[src/rtl/mac_seq.sv]
// -----------------------------------------------------------------------------
// mac_seq -- dot-product sequencer in front of an external multiply-accumulate
// datapath.
//
// The sequencer accepts a job of 'len' element pairs (1..16). It streams each
// accepted pair to the MAC operands and keeps the MAC cleared while idle. After
// the last pair it waits one cycle for the accumulator to settle, then captures
// the sum. The result is held until the consumer takes it.
//
// State machine: IDLE -> RUN -> DRAIN -> DONE -> IDLE
//   IDLE  : MAC held in clear, waiting for start with a non-zero len
//   RUN   : pairs accepted; stall cycles present zero operands to the MAC
//   DRAIN : one cycle; the accumulator is copied into result
//   DONE  : result_valid held until res_ready
//
// Ports:
//   clk        clock, all state changes on the rising edge
//   r          synchronous active-high reset
//   start      one-cycle job request (ignored outside IDLE)
//   len[4:0]   element count 1..16, sampled with start
//   in_valid   element pair valid
//   in_ready   sequencer accepts a pair this cycle
//   in_a/in_b  unsigned 8-bit elements
//   mac_r      clear to the MAC (also high whenever r is high)
//   mac_a/b    MAC operands, zero unless a pair is accepted this cycle
//   mac_acc    16-bit MAC accumulator
//   res_valid  result available
//   res_ready  consumer takes the result
//   result     captured 16-bit dot product
//   busy       high in any state other than IDLE
//   ovf        true sum exceeded 16 bits
//
// Build option:
//   MAC_SEQ_OVF_EN  when defined, a 20-bit shadow sum tracks the exact dot
//                   product and drives ovf. When undefined, ovf is tied low
//                   and no shadow logic exists.
// -----------------------------------------------------------------------------
module mac_seq (
    input  logic        clk,
    input  logic        r,
    input  logic        start,
    input  logic [4:0]  len,
    input  logic        in_valid,
    output logic        in_ready,
    input  logic [7:0]  in_a,
    input  logic [7:0]  in_b,
    output logic        mac_r,
    output logic [7:0]  mac_a,
    output logic [7:0]  mac_b,
    input  logic [15:0] mac_acc,
    output logic        res_valid,
    input  logic        res_ready,
    output logic [15:0] result,
    output logic        busy,
    output logic        ovf
);

    typedef enum logic [1:0] {
        IDLE  = 2'd0,
        RUN   = 2'd1,
        DRAIN = 2'd2,
        DONE  = 2'd3
    } state_t;

    state_t      state;
    state_t      state_nxt;

    logic [4:0]  len_q;      // job length, frozen for the whole job
    logic [4:0]  cnt_q;      // beats taken so far; 5 bits so that 16 is reachable
    logic [15:0] result_q;

    logic        accept;     // job request taken this cycle
    logic        beat;       // pair transferred this cycle
    logic        last_beat;  // this beat completes the job

    // A zero-length request is dropped here, so IDLE never sees it.
    assign accept    = (state == IDLE) && start && (len != 5'd0);
    // in_ready is high exactly in RUN, so this is in_valid && in_ready.
    assign beat      = (state == RUN) && in_valid;
    assign last_beat = beat && ((cnt_q + 5'd1) == len_q);

    // -------------------------------------------------------------------------
    // State register
    // -------------------------------------------------------------------------
    // NOTE: sequential state uses non-blocking assignments, so every flop
    // samples the pre-edge value of its inputs regardless of block order.
    always_ff @(posedge clk) begin
        if (r) begin
            state <= IDLE;
        end else begin
            state <= state_nxt;
        end
    end

    // -------------------------------------------------------------------------
    // Next-state logic
    // -------------------------------------------------------------------------
    // NOTE: every variable written in a combinational block gets a default
    // first, so no path through the case can infer a latch.
    always_comb begin
        state_nxt = state;
        case (state)
            IDLE:    if (accept)    state_nxt = RUN;
            RUN:     if (last_beat) state_nxt = DRAIN;
            DRAIN:                  state_nxt = DONE;
            // start is ignored here, even in the handshake cycle.
            DONE:    if (res_ready) state_nxt = IDLE;
            default:                state_nxt = IDLE;
        endcase
    end

    // -------------------------------------------------------------------------
    // Output logic
    // -------------------------------------------------------------------------
    always_comb begin
        in_ready  = 1'b0;
        mac_r     = 1'b0;
        mac_a     = 8'd0;
        mac_b     = 8'd0;
        res_valid = 1'b0;
        busy      = 1'b1;
        case (state)
            IDLE: begin
                mac_r = 1'b1;
                busy  = 1'b0;
            end
            RUN: begin
                in_ready = 1'b1;
                // Operands are zero on stall cycles so the MAC adds nothing.
                if (in_valid) begin
                    mac_a = in_a;
                    mac_b = in_b;
                end
            end
            DRAIN: begin
                // Operands stay zero; the accumulator already holds the sum.
            end
            DONE: begin
                mac_r     = 1'b1;
                res_valid = 1'b1;
            end
            default: begin
                mac_r = 1'b1;
            end
        endcase
        // Reset clears the MAC in the same edge, whatever state we leave.
        if (r) begin
            mac_r = 1'b1;
        end
    end

    // -------------------------------------------------------------------------
    // Job length, beat counter and result capture
    // -------------------------------------------------------------------------
    always_ff @(posedge clk) begin
        if (r) begin
            len_q    <= 5'd0;
            cnt_q    <= 5'd0;
            result_q <= 16'd0;
        end else begin
            // len is sampled only when a job is accepted. Changes to len
            // during the job therefore have no effect.
            if (accept) begin
                len_q <= len;
                cnt_q <= 5'd0;
            end else if (beat) begin
                cnt_q <= cnt_q + 5'd1;
            end
            // The last beat lands in the accumulator on the RUN->DRAIN edge.
            // mac_acc is final during DRAIN.
            if (state == DRAIN) begin
                result_q <= mac_acc;
            end
        end
    end

    assign result = result_q;

    // -------------------------------------------------------------------------
    // Overflow detection
    // -------------------------------------------------------------------------
`ifdef MAC_SEQ_OVF_EN
    // 16 * 255 * 255 = 1,040,400 fits in 20 bits. The shadow sum cannot wrap.
    logic [19:0] shadow_q;
    logic        ovf_q;

    always_ff @(posedge clk) begin
        if (r) begin
            shadow_q <= 20'd0;
            ovf_q    <= 1'b0;
        end else begin
            if (accept) begin
                shadow_q <= 20'd0;
            end else if (beat) begin
                shadow_q <= shadow_q + ({12'd0, in_a} * {12'd0, in_b});
            end

            if (state == DRAIN) begin
                ovf_q <= (shadow_q > 20'd65535);
            end else if ((state == DONE) && res_ready) begin
                ovf_q <= 1'b0;
            end
        end
    end

    assign ovf = ovf_q;
`else
    assign ovf = 1'b0;
`endif

endmodule

[config.mk]
export PLATFORM = sky130hd
export DESIGN_NAME = mac_seq
export DESIGN_NICKNAME = d
export VERILOG_FILES = /design/src/rtl/mac_seq.sv
export SDC_FILE = /design/constraint.sdc
export NUM_CORES = 1
export LEC_CHECK = 0
export CAP_MARGIN = 20
export CORE_UTILIZATION = 38
export DETAILED_ROUTE_END_ITERATION = 8
export GPL_TIMING_DRIVEN = 0
export HOLD_SLACK_MARGIN = 0.05
export PLACE_DENSITY = 0.76
export SLEW_MARGIN = 30
export SYNTH_ARGS = -nofsm -noshare
export SYNTH_HDL_FRONTEND = slang
export SYNTH_SLANG_ARGS = --single-unit
[constraint.sdc]
create_clock -name clk -period 1.8 [get_ports clk]
set_input_delay 0.36 -clock clk [delete_from_list [all_inputs] [get_ports clk]]
set_output_delay 0.36 -clock clk [all_outputs]
set_load 0.01 [all_outputs]
==> results of run 1 <==
==> routing by layer <==
layer,GRT usage,vias to the layer above,wire (µm),part of all wire
li1,-,683,-,-
met4,0.0571,0,48,0.012
met2,0.371,69,2030,0.52
met5,0,-,0,0
met1,0.189,613,1470,0.37
met3,0.0476,6,385,0.098
==> how the worst max path moves through the flow <==
stage | from | endpoint | slack (ps) | cells after the start
CTS | state[1]$_SDFFE_PP0P_ | mac_b[4] | -50 | 6
global route | state[1]$_SDFFE_PP0P_ | mac_a[3] | -60 | 6
detailed placement | state[1]$_SDFFE_PP0P_ | mac_a[2] | -620 | 6
global placement | state[1]$_SDFFE_PP0P_ | mac_b[3] | -480 | 6
finish | state[1]$_SDFFE_PP0P_ | mac_a[3] | 10 | 6
floorplan | state[1]$_SDFFE_PP0P_ | mac_a[0] | 130 | 5
==> registers in the layout (all words and copies together) (netlist names) <==
name / cells
result: 16
state: 2
cnt_q: 5
len_q: 5
==> logic make-up (layout without fill, tap and decap cells) <==
group,after synthesis,after routing,synth area share
and+or+nand+nor,59,59,0.212
DFF,28,28,0.409
xor gates and xnor gates,11,11,0.0803
other,1,1,0.00273
buffers and inverters,12,103,0.0374
AOI/OAI and AO/OA,11,11,0.0657
adders and majority gates,6,6,0.0547
muxes,19,19,0.139
==> cell usage after synthesis (all sizes together), types with 4 or more instances <==
| library cell | count | area share |
|---|---|---|
| nand2 | 6 | 0.016 |
| clkbuf | 5 | 0.014 |
| dfxtp | 28 | 0.41 |
| nand2b | 4 | 0.020 |
| xor2 | 4 | 0.026 |
| inv | 4 | 0.011 |
| ha | 6 | 0.055 |
| mux2i | 19 | 0.14 |
| xnor2 | 6 | 0.038 |
| and3 | 16 | 0.073 |
| nor2 | 27 | 0.074 |
==> cell type report <==
class | count | area [µm²]
inverters | 4 | 17.5
multi-input cells | 107 | 835
fillers | 268 | 975
repair buffers | 87 | 827
flip-flops and latches | 28 | 566
well taps | 46 | 57.6
clock inverters | 1 | 30.0
plain buffers | 8 | 60.1
clock buffers | 3 | 22.5
==> metrics by stage <==
stage	setup TNS, ps	setup slack [ps]	hold WS [ps]
after floorplan	0	131	429
after global placement	-8290	-484	466
after detailed placement	-10210	-618	476
after CTS	-445	-53.6	497
after global routing	-511	-60.1	517
final	0	13.3	497
==> power groups by stage <==
stage / Clock [mW] / Combinational (mW) / Sequential, mW
2_1_floorplan: 0 / 0.622 / 0.849
3_5_place_dp: 0 / 1.16 / 0.832
4_1_cts: 0.414 / 1.29 / 0.821
6_report: 0.401 / 1.44 / 0.828
3_3_place_gp: 0 / 1.13 / 0.824
5_1_grt: 0.443 / 1.55 / 0.841
==> what timing repair did <==
action,4_1_cts,5_1_grt
gates resized for setup,88,27
buffers inserted,4,4
pin swaps,1,1
gates cloned,2,0
endpoints found under the setup margin,22,18
==> worst max-delay path: cells and delay by family, from the launching register on <==
kind          cells  cell delay (ps)
buf+inv           4              400
flops             1              380
fa+ha+maj         1              170
simple gates      1              160
==> results.yml, run 1 <==
run_status:
  status: "finished, final reports clean"
grt:
  grt_remaining_overflow: 0
  antenna_found_initial: 0
  grt_start_max_net_pins: 17
  grt_usage: 0.188
  grt_pass1_wl_mm: 5.28
  grt_pass1_vias: 1271
floorplanning:
  fp.dieW_um: 62.1
  num_io_pins: 79
  die_y_um: 62.1
  core_area_um2: 3390
  core.rowCount: 21
  start_util: 0.405
  die_area_um2: 3850
power:
  switching_power_mw: 0.887
  total_power_mw: 2.67
  p_per_area_nw_per_um2: 1110
  leakage_nw: 1.00
  ir_drop_mv: 0.661
  p_int_mw: 1.79
  power_frac_seq: 0.310
  p_sw_frac: 0.332
  p_clk_frac: 0.150
  comb_power_share: 0.540
logic_synthesis:
  async_reset_ff_frac: 0
  ys_seq_elements: 28
  yosysWarnings: 0
  synth_cells: 147
  synth_edf_count: 0
  synth.yosys.seq_area_share: 0.409
  synth_cell_types: 28
  ys.flop_type: "dfxtp_1"
  syn_area_um2: 1370
  avgSynthCellArea_um2: 9.33
  syn-num-nets: 195
setup_path:
  critPathArrivalTime_ps: 1430
  reg2reg_to: "state[0]$_SDFFE_PP0P_"
  crit_top_cell: "buf_6"
  worstSetupStartpointType: "register"
  r2r_slack_ps: 40
  crit_fanout: 5
  r2r_cells: 8
  crit_path_top_delay_cell: "dfxtp_2"
  worstPathRequired_ps: 1440
  r2r-start: "state[1]$_SDFFE_PP0P_"
  critPathKind: "register to output pin"
  endpoint_kind: "output pin"
  cpPeakStageDelay_ps: 380
  worstPathCellList: "inv_4, ha_4, buf_6, buf_6, and3_4, buf_6"
sta:
  hold_viol: 0
  drv_slew: 0
  min_period_ps: 1790
  finalSetupViolations: 0
  period_share: 0.993
  finClkSkew_ps: 15.9
  rsz0062_at_grt: "yes"
  fmax_ghz: 0.560
clocking:
  cts_sinks: 28
  hold_buffers: 0
  cts-buffers-inserted: 3
  clock_latency_ps: 320
  cts_max_level: 1
  cts_tree: "built"
  max-clock-path-buffers: 2
  root_buffer: "clkbuf_4"
  clk_pin_slew_worst_paths_ps: 150
hold_path:
  hold_end: "cnt_q[1]$_SDFFE_PP0P_"
  min_path_type: "register to register"
  min_from: "cnt_q[1]$_SDFFE_PP0P_"
  whs_path_depth: 2
cells_and_area:
  final_common_cell: "clkdlybuf4s50_1"
  areaGrowthSynthToFinish_pct: 76.1
  final_cell_area_um2: 2410
  n_antenna_cell: 0
  fin_nets: 287
  drive_gt1_frac: 0.235
  fin_cells: 284
  layout_common_cells: "56 x clkdlybuf4s50_1, 27 x nor2_1, 26 x dfxtp_1, 19 x mux2i_1, 12 x buf_6"
  utilization: 0.712
drt:
  antenna_left: 0
  avgRoutedWirePerCell_um: 13.9
  routed_wl_mm: 3.94
  vias: 1371
  dr.pass1.iters: 4
  drc: 0
  drt_iter0_drc: 30
  via_per_inst: 4.83
job:
  drv_cap: 0
placement:
  placed_cell_area_um2: 2200
  dp_cells: 270
  place.detailed.hpwl_mm: 2.76
  io_buffers: 77
  gp_congestion: 0.771
Power figures use the tool's default switching activity.
==> inputs of run 2 (changes only) <==
--- a/config.mk
+++ b/config.mk
@@ -5,7 +5,6 @@
 export SDC_FILE = /design/constraint.sdc
 export NUM_CORES = 1
 export LEC_CHECK = 0
-export CAP_MARGIN = 20
 export CORE_UTILIZATION = 38
 export DETAILED_ROUTE_END_ITERATION = 8
 export GPL_TIMING_DRIVEN = 0
==> results of run 2 <==
Same layout as run 1: the final DEF is identical, and so are final timing and power.
